File: config.mk
export PLATFORM = sky130hd
export DESIGN_NAME = spi_slave_sync_flat
export DESIGN_NICKNAME = d
export VERILOG_FILES = /design/src/rtl/spi_pkg.sv /design/src/rtl/spi_slave_sync_if.sv /design/src/rtl/spi_sync.sv /design/src/rtl/spi_slave_sync.sv /design/src/flat_wrapper.sv
export SDC_FILE = /design/constraint.sdc
export NUM_CORES = 1
export LEC_CHECK = 0
export BUFFER_PORTS_ARGS = -buffer_cell sky130_fd_sc_hd__buf_2
export CAP_MARGIN = 20
export CORE_ASPECT_RATIO = 1.25
export CORE_UTILIZATION = 40
export DETAILED_ROUTE_END_ITERATION = 6
export PLACE_DENSITY = 0.64
export SLEW_MARGIN = 20
export SYNTH_ARGS = -nofsm -noshare
export SYNTH_HDL_FRONTEND = slang
export SYNTH_SLANG_ARGS = --single-unit
File: constraint.sdc
create_clock -name clk -period 4.53 [get_ports clk]
set_clock_uncertainty 0.2 [all_clocks]
set_input_delay 0.906 -clock clk [delete_from_list [all_inputs] [get_ports clk]]
set_output_delay 0.906 -clock clk [all_outputs]
set_load 0.01 [all_outputs]
File: src/rtl/spi_pkg.sv
// rtl/spi_pkg.sv - shared FSM state and SPI mode definitions
package spi_pkg;
    typedef enum logic [0:0] {IDLE = 1'b0, ACTIVE = 1'b1} spi_state_e;

    localparam logic [0:0] ST_IDLE   = IDLE;
    localparam logic [0:0] ST_ACTIVE = ACTIVE;

    localparam int CPOL_IDLE_LOW  = 0;
    localparam int CPOL_IDLE_HIGH = 1;
    localparam int CPHA_LEADING   = 0;
    localparam int CPHA_TRAILING  = 1;

    function automatic logic sample_on_rise(input int cpol, input int cpha);
        return ((cpol ^ cpha) & 1) == 0;
    endfunction
endpackage

File: src/rtl/spi_slave_sync_if.sv
// rtl/spi_slave_sync_if.sv - parallel word handshake bundle of the SPI slave
interface spi_slave_sync_if #(parameter int WIDTH = 64);
    logic [WIDTH-1:0] tx_data;
    logic             tx_valid;
    logic             tx_ready;
    logic [WIDTH-1:0] rx_data;
    logic             rx_valid;
    logic             rx_ready;

    modport slave  (input tx_data, tx_valid, rx_ready, output tx_ready, rx_data, rx_valid);
    modport master (output tx_data, tx_valid, rx_ready, input tx_ready, rx_data, rx_valid);
endinterface

File: src/rtl/spi_sync.sv
// rtl/spi_sync.sv - two-flop synchroniser with per-bit idle reset level
module spi_sync #(
    parameter int             WIDTH     = 1,
    parameter logic [WIDTH-1:0] RESET_VAL = '0
) (
    input  logic             clk,
    input  logic             rst,
    input  logic [WIDTH-1:0] i_d,
    output logic [WIDTH-1:0] o_q
);
    logic [WIDTH-1:0] r_meta;
    logic [WIDTH-1:0] r_sync;

    always_ff @(posedge clk) begin
        if (rst) begin
            r_meta <= RESET_VAL;
            r_sync <= RESET_VAL;
        end else begin
            r_meta <= i_d;
            r_sync <= r_meta;
        end
    end

    assign o_q = r_sync;
endmodule

File: src/rtl/spi_slave_sync.sv
// rtl/spi_slave_sync.sv - oversampled SPI slave with word handshakes on the system clock
module spi_slave_sync
    import spi_pkg::*;
#(
    parameter int WIDTH = 64,
    parameter int CPOL  = 0,
    parameter int CPHA  = 0
) (
    input  logic clk,
    input  logic rst,
    input  logic sclk,
    input  logic cs_n,
    input  logic mosi,
    output logic miso,
    output logic miso_oe,
    output logic overrun,
    output logic underrun,
    output logic frame_err,
    spi_slave_sync_if.slave bus
);
    localparam int               CNT_W       = $clog2(WIDTH);
    localparam logic [CNT_W-1:0] LAST_BIT    = CNT_W'(WIDTH - 1);
    localparam bit               SAMPLE_RISE = sample_on_rise(CPOL, CPHA);
    localparam logic [2:0]       SYNC_RST    = {1'(CPOL), 1'b1, 1'b0};

    logic [2:0]       w_sync;
    logic             r_sclk_d, r_cs_d;
    logic [0:0]       r_state;
    logic [CNT_W-1:0] r_cnt;
    logic [WIDTH-1:0] r_rx_shift, r_rx_data, r_tx_shift, r_tx_buf;
    logic             r_rx_valid, r_tx_full, r_miso, r_loaded, r_pend, r_pend_full;
    logic             r_overrun, r_underrun, r_frame_err;

    spi_sync #(.WIDTH(3), .RESET_VAL(SYNC_RST)) u_sync (
        .clk (clk),
        .rst (rst),
        .i_d ({sclk, cs_n, mosi}),
        .o_q (w_sync)
    );

    logic w_sclk_s, w_cs_s, w_mosi_s;
    assign {w_sclk_s, w_cs_s, w_mosi_s} = w_sync;

    logic w_rise, w_fall, w_active, w_start, w_stop, w_samp, w_shift, w_word_done;
    assign w_rise      = w_sclk_s & ~r_sclk_d;
    assign w_fall      = ~w_sclk_s & r_sclk_d;
    assign w_active    = (r_state == ST_ACTIVE);
    assign w_start     = !w_active && r_cs_d && !w_cs_s;
    assign w_stop      = w_active && !r_cs_d && w_cs_s;
    assign w_samp      = w_active && !w_stop && (SAMPLE_RISE ? w_rise : w_fall);
    assign w_shift     = w_active && !w_stop && (SAMPLE_RISE ? w_fall : w_rise);
    assign w_word_done = w_samp && (r_cnt == LAST_BIT);

    // A word-boundary load in CPHA=0 lands on the edge that also ends a frame, so its
    // buffer consumption is only committed once the next word really starts sampling.
    logic             w_reload, w_commit_now, w_commit, w_commit_full;
    logic [WIDTH-1:0] w_load_data, w_rx_next;
    assign w_reload      = w_shift && !r_loaded;
    assign w_load_data   = r_tx_full ? r_tx_buf : '0;
    assign w_commit_now  = w_start || (w_reload && (CPHA != CPHA_LEADING));
    assign w_commit      = w_commit_now || (w_samp && r_pend);
    assign w_commit_full = w_commit_now ? r_tx_full : r_pend_full;
    assign w_rx_next     = {r_rx_shift[WIDTH-2:0], w_mosi_s};

    always_ff @(posedge clk) begin
        if (rst) begin
            r_sclk_d    <= 1'(CPOL);
            r_cs_d      <= 1'b1;
            r_state     <= ST_IDLE;
            r_cnt       <= '0;
            r_rx_shift  <= '0;
            r_rx_data   <= '0;
            r_rx_valid  <= 1'b0;
            r_tx_shift  <= '0;
            r_tx_buf    <= '0;
            r_tx_full   <= 1'b0;
            r_miso      <= 1'b0;
            r_loaded    <= 1'b0;
            r_pend      <= 1'b0;
            r_pend_full <= 1'b0;
            r_overrun   <= 1'b0;
            r_underrun  <= 1'b0;
            r_frame_err <= 1'b0;
        end else begin
            r_sclk_d    <= w_sclk_s;
            r_cs_d      <= w_cs_s;
            r_overrun   <= 1'b0;
            r_underrun  <= w_commit && !w_commit_full;
            r_frame_err <= 1'b0;

            if (w_start)     r_state <= ST_ACTIVE;
            else if (w_stop) r_state <= ST_IDLE;

            if (bus.tx_valid && !r_tx_full) begin
                r_tx_buf  <= bus.tx_data;
                r_tx_full <= 1'b1;
            end else if (w_commit && w_commit_full) begin
                r_tx_full <= 1'b0;
            end

            if (w_start) begin
                r_tx_shift <= w_load_data;
                r_miso     <= 1'b0;
            end else if (w_reload) begin
                r_tx_shift <= (CPHA != CPHA_LEADING) ? (w_load_data << 1) : w_load_data;
                r_miso     <= w_load_data[WIDTH-1];
            end else if (w_shift) begin
                r_tx_shift <= r_tx_shift << 1;
                r_miso     <= r_tx_shift[WIDTH-1];
            end

            if (w_start || w_reload)         r_loaded <= 1'b1;
            else if (w_word_done || w_stop)  r_loaded <= 1'b0;

            if (w_reload && (CPHA == CPHA_LEADING)) begin
                r_pend      <= 1'b1;
                r_pend_full <= r_tx_full;
            end else if (w_stop || w_samp) begin
                r_pend <= 1'b0;
            end

            if (w_stop) begin
                r_frame_err <= (r_cnt != '0);
                r_cnt       <= '0;
                r_rx_shift  <= '0;
            end else if (w_samp) begin
                r_rx_shift <= w_rx_next;
                r_cnt      <= w_word_done ? '0 : r_cnt + 1'b1;
            end

            if (w_word_done) begin
                if (!r_rx_valid || bus.rx_ready) begin
                    r_rx_data  <= w_rx_next;
                    r_rx_valid <= 1'b1;
                end else begin
                    r_overrun <= 1'b1;
                end
            end else if (bus.rx_ready) begin
                r_rx_valid <= 1'b0;
            end
        end
    end

    assign miso         = w_active ? ((CPHA != CPHA_LEADING) ? r_miso : r_tx_shift[WIDTH-1]) : 1'b0;
    assign miso_oe      = w_active;
    assign bus.tx_ready = !r_tx_full;
    assign bus.rx_data  = r_rx_data;
    assign bus.rx_valid = r_rx_valid;
    assign overrun      = r_overrun;
    assign underrun     = r_underrun;
    assign frame_err    = r_frame_err;
endmodule

File: src/flat_wrapper.sv
// flat-port wrapper written by rule: the top's interface ports become plain ports
module spi_slave_sync_flat import spi_pkg::*;
#(
    parameter int WIDTH = 64,
    parameter int CPOL  = 0,
    parameter int CPHA  = 0
)
  (clk, rst, sclk, cs_n, mosi, miso, miso_oe, overrun, underrun, frame_err, bus_tx_data, bus_tx_valid, bus_rx_ready, bus_tx_ready, bus_rx_data, bus_rx_valid);
  spi_slave_sync_if #(.WIDTH(WIDTH)) bus_i ();
  input  logic clk;
  input  logic rst;
  input  logic sclk;
  input  logic cs_n;
  input  logic mosi;
  output logic miso;
  output logic miso_oe;
  output logic overrun;
  output logic underrun;
  output logic frame_err;
  input wire logic [$bits(bus_i.tx_data)-1:0] bus_tx_data;
  input wire logic [$bits(bus_i.tx_valid)-1:0] bus_tx_valid;
  input wire logic [$bits(bus_i.rx_ready)-1:0] bus_rx_ready;
  output wire logic [$bits(bus_i.tx_ready)-1:0] bus_tx_ready;
  output wire logic [$bits(bus_i.rx_data)-1:0] bus_rx_data;
  output wire logic [$bits(bus_i.rx_valid)-1:0] bus_rx_valid;
  assign bus_i.tx_data = bus_tx_data;
  assign bus_i.tx_valid = bus_tx_valid;
  assign bus_i.rx_ready = bus_rx_ready;
  assign bus_tx_ready = bus_i.tx_ready;
  assign bus_rx_data = bus_i.rx_data;
  assign bus_rx_valid = bus_i.rx_valid;
  spi_slave_sync #(.WIDTH(WIDTH), .CPOL(CPOL), .CPHA(CPHA)) u_core (.clk(clk), .rst(rst), .sclk(sclk), .cs_n(cs_n), .mosi(mosi), .miso(miso), .miso_oe(miso_oe), .overrun(overrun), .underrun(underrun), .frame_err(frame_err), .bus(bus_i));
endmodule
==> results by group <==
Clock tree
  – Sink Count: 278
  – Reg clk slew, reported paths: 0.06 ns
  – Setup bufs post-CTS: 0
  – CTS tree: built
  – TritonCTS buffer count: 28
  – CTS Hold Bufs: 0
  – CTS Buffer Depth: 3
  – Root buffer cell: clkbuf_16
  – Clock latency on the worst-skew pair: 0.53 ns
  – CTS resizes: 0
  – H-tree depth: 1

Logic synthesis
  – Number of synthesized flops with an enable pin: 0
  – Flops & latches, synth: 278
  – Share of the yosys chip area belonging to registers: 53.1%
  – Syn_nets: 1,380
  – Top FF cell, synth: dfxtp_1
  – Synthesized area: 10,500 um2
  – Yosys cell types: 39
  – Async S/R FF share, synth: 0%
  – Mapped Avg Cell Area: 8.02 um2
  – Yosys warns: 0
  – Post-Synthesis Cells: 1,307

Die
  – Die X-Extent: 147 um
  – Die height: 183 um
  – Initial Utilization: 41.2%
  – Die ar.: 26,900 um2
  – Row cnt: 65
  – Io pins: 142
  – CORE AREA: 25,500 um2

Critical path
  – Top Family by Delay on Critical Path: compound AO/OA/AOI/OAI gates
  – Worst-path cell chain: nor3b_2, a31o_2, buf_4, nand3_1, a311oi_1
  – R2r startpoint: u_core.miso_oe
  – R2R Setup Slk: 1.63 ns
  – Crit path required time: 4.77 ns
  – Worst stage delay on the critical path: 0.83 ns
  – Largest fanout on the critical path: 45
  – R2R Path End: u_core.r_tx_shift[57]
  – Worst Setup End Kind: flop
  – Crit Path Class: reg2reg
  – CP max stage cell: a31o_2
  – FF-to-FF path depth: 5
  – WP buf/inv: 1
  – CP arrival: 3.14 ns
  – Crit start category: flop

Final layout
  – Design area: 12,200 um2
  – Layout cells sized above 1: 15.6%
  – Area delta synth->final: 16.6%
  – Ant diodes: 0
  – Area of the multi-input gates: 4430 um2
  – Layout Nets: 1,441
  – Layout fillers: 2,506
  – Final cell count without fillers: 1,722
  – Register area: 5570 um2

Pwr
  – VDD IR max: 0.249 mV
  – PD cells: 423 nW/um2
  – NetSw: 1.16 mW
  – Sw Ratio: 22.5%
  – P_int: 4.00 mW
  – Pwr Total: 5.17 mW
  – Comb pwr share: 5.3%
  – Leakage: 4.29 nW
  – Reg power frac: 49.6%
  – Clock power frac: 45.1%

Routing
  – 1st-pass router iterations: 4
  – Final ANT Viol Nets: 0
  – Vias per cell: 5.22
  – Final WL: 24.6 mm
  – # DRC: 0
  – Via count: 8,987
  – Drt initial violations: 600
  – Detail-routed net length per standard cell: 14.3 um

Placed design
  – Post-DP Area: 11,300 um2
  – Dpl cells: 1,672
  – Placer's final routability congestion estimate: 0.734
  – Dpl hpwl: 14.4 mm
  – Port-buffer cells: 141

Worst hold path
  – Min-Delay Path Depth: 1
  – Min-delay src: u_core.u_sync.r_meta[1]
  – Worst Hold Class: reg2reg
  – Hold Crit Endpoint: u_core.u_sync.o_q[1]

Timing
  – Final Hold Fails: 0
  – Fmax: 345 MHz
  – RSZ-0062 raised after global routing: no
  – TNS Setup: 0 ns
  – Worst hold margin: 0.207 ns
  – Worst-Margin Slew: 1.06 ns
  – Final Cycle Share: 64.0%
  – Clock period minus worst slack: 2.90 ns
  – Final Slew Violations: 0
  – Max_slew headroom: 29.3%
  – Setup Viol. Count Final: 0

Global route
  – Largest net degree at the start of global routing: 128
  – GRT Overall Usage: 18.2%
  – Initial antenna violation count: 0
  – Total gr overflow: 0
  – Global-route wire length before repair: 41.4 mm
  – Vias in the first global route: 8,446

Job
  – Max_cap viols: 0

Outcome
  – Outcome: finished, final reports clean
==> metrics by stage <==
step | setup WS (ns) | utilization [%]
4_1_cts | 1.56 | 47.9
2_1_floorplan | 2.45 | -
5_1_grt | 1.37 | 48.0
3_5_place_dp | 1.60 | 44.2
3_3_place_gp | 1.73 | 44.2
6_report | 1.63 | 48.0
==> cell usage after synthesis (2+ instances only) <==
library cell / count / share of area (%)
o21ai_0: 50 / 2.4
nand2_1: 325 / 12
nor3_1: 3 / 0.14
and3_1: 2 / 0.12
buf_4: 2 / 0.14
buf_6: 3 / 0.32
buf_2: 31 / 1.5
xor2_1: 2 / 0.17
buf_1: 12 / 0.43
dfxtp_1: 278 / 53
o21ai_1: 16 / 0.76
ha_1: 2 / 0.24
mux2i_1: 2 / 0.19
nand4_1: 3 / 0.18
inv_1: 5 / 0.18
nand2b_1: 3 / 0.18
nor2_1: 69 / 2.5
a21oi_1: 198 / 9.5
nor4_1: 2 / 0.12
clkbuf_1: 77 / 2.8
nand3_1: 132 / 6.3
or2_2: 3 / 0.18
a311oi_1: 63 / 5.3
nor2b_1: 9 / 0.54
==> registers in the layout (all words and copies together) (netlist names) <==
register	cells
u_core.bus.rx_valid	1
u_core.r_pend_full	1
u_core.r_sclk_d	1
u_core.r_tx_full	1
u_core.u_sync.o_q	3
u_core.r_cnt	6
u_core.r_cs_d	1
u_core.underrun	1
u_core.r_loaded	1
u_core.r_pend	1
u_core.bus.rx_data	64
u_core.r_rx_shift	63
u_core.frame_err	1
u_core.r_tx_buf	64
u_core.r_tx_shift	64
u_core.u_sync.r_meta	3
u_core.miso_oe	1
u_core.overrun	1
==> per-layer routing <==
metal	track usage (%)	share of wire (%)	vias to the layer above
met5	0	0	-
met4	3.96	1.5	0
met3	3.38	5.6	27
met2	31.8	48	195
met1	23.2	45	4183
li1	-	-	4582
==> power groups by stage <==
stage	logic [mW]	registers, mW	clock network (mW)
floorplan	0.200	2.60	0
global placement	0.270	2.61	0
detailed placement	0.277	2.61	0
CTS	0.278	2.56	2.38
global route	0.313	2.57	2.50
finish	0.275	2.56	2.33
==> worst max-delay path by stage <==
| stage | startpoint | to | slack [ns] | depth (start not counted) |
|---|---|---|---|---|
| after detailed placement | u_core.miso_oe | u_core.r_tx_shift[60] | 1.60 | 5 |
| final | u_core.miso_oe | u_core.r_tx_shift[57] | 1.63 | 5 |
| after floorplan | bus_rx_ready | u_core.bus.rx_data[25] | 2.45 | 5 |
| after global placement | u_core.miso_oe | u_core.r_tx_shift[61] | 1.73 | 5 |
| after global routing | u_core.miso_oe | u_core.r_tx_shift[57] | 1.37 | 5 |
| after CTS | u_core.miso_oe | u_core.r_tx_shift[57] | 1.56 | 5 |
==> kinds of logic after synthesis <==
| group | count (synthesis) | share of synthesized area, % |
|---|---|---|
| simple gates | 558 | 22.5 |
| compound gates | 334 | 18.4 |
| fa+ha+maj | 2 | 0.239 |
| mux | 2 | 0.191 |
| xor+xnor | 3 | 0.251 |
| buf+inv | 130 | 5.31 |
| flops | 278 | 53.1 |
==> area by class of cell <==
| type | instances | area share [%] |
|---|---|---|
| multi-input combinational | 899 | 36.2 |
| tap | 335 | 3.43 |
| sequential | 278 | 45.5 |
| clock inverter | 7 | 0.737 |
| inverter | 5 | 0.154 |
| timing repair buffer | 156 | 7.01 |
| clock buffer | 42 | 6.91 |
==> cells in the final DEF, fill, tap and decap left out, drive strengths merged, types with 2 or more instances in the layout <==
cell	n
nor3b	2
bufinv	2
clkbuf	42
nor2b	9
nand3	132
mux2i	2
nand2b	3
a21oi	198
or2	3
o21ai	66
nor3	3
and3	2
nor4	3
dfxtp	278
nand4	3
clkinvlp	2
nor2	69
inv	5
nand2	325
buf	156
ha	2
xor2	2
clkinv	3
a311oi	63
Power figures use the tool's default switching activity.
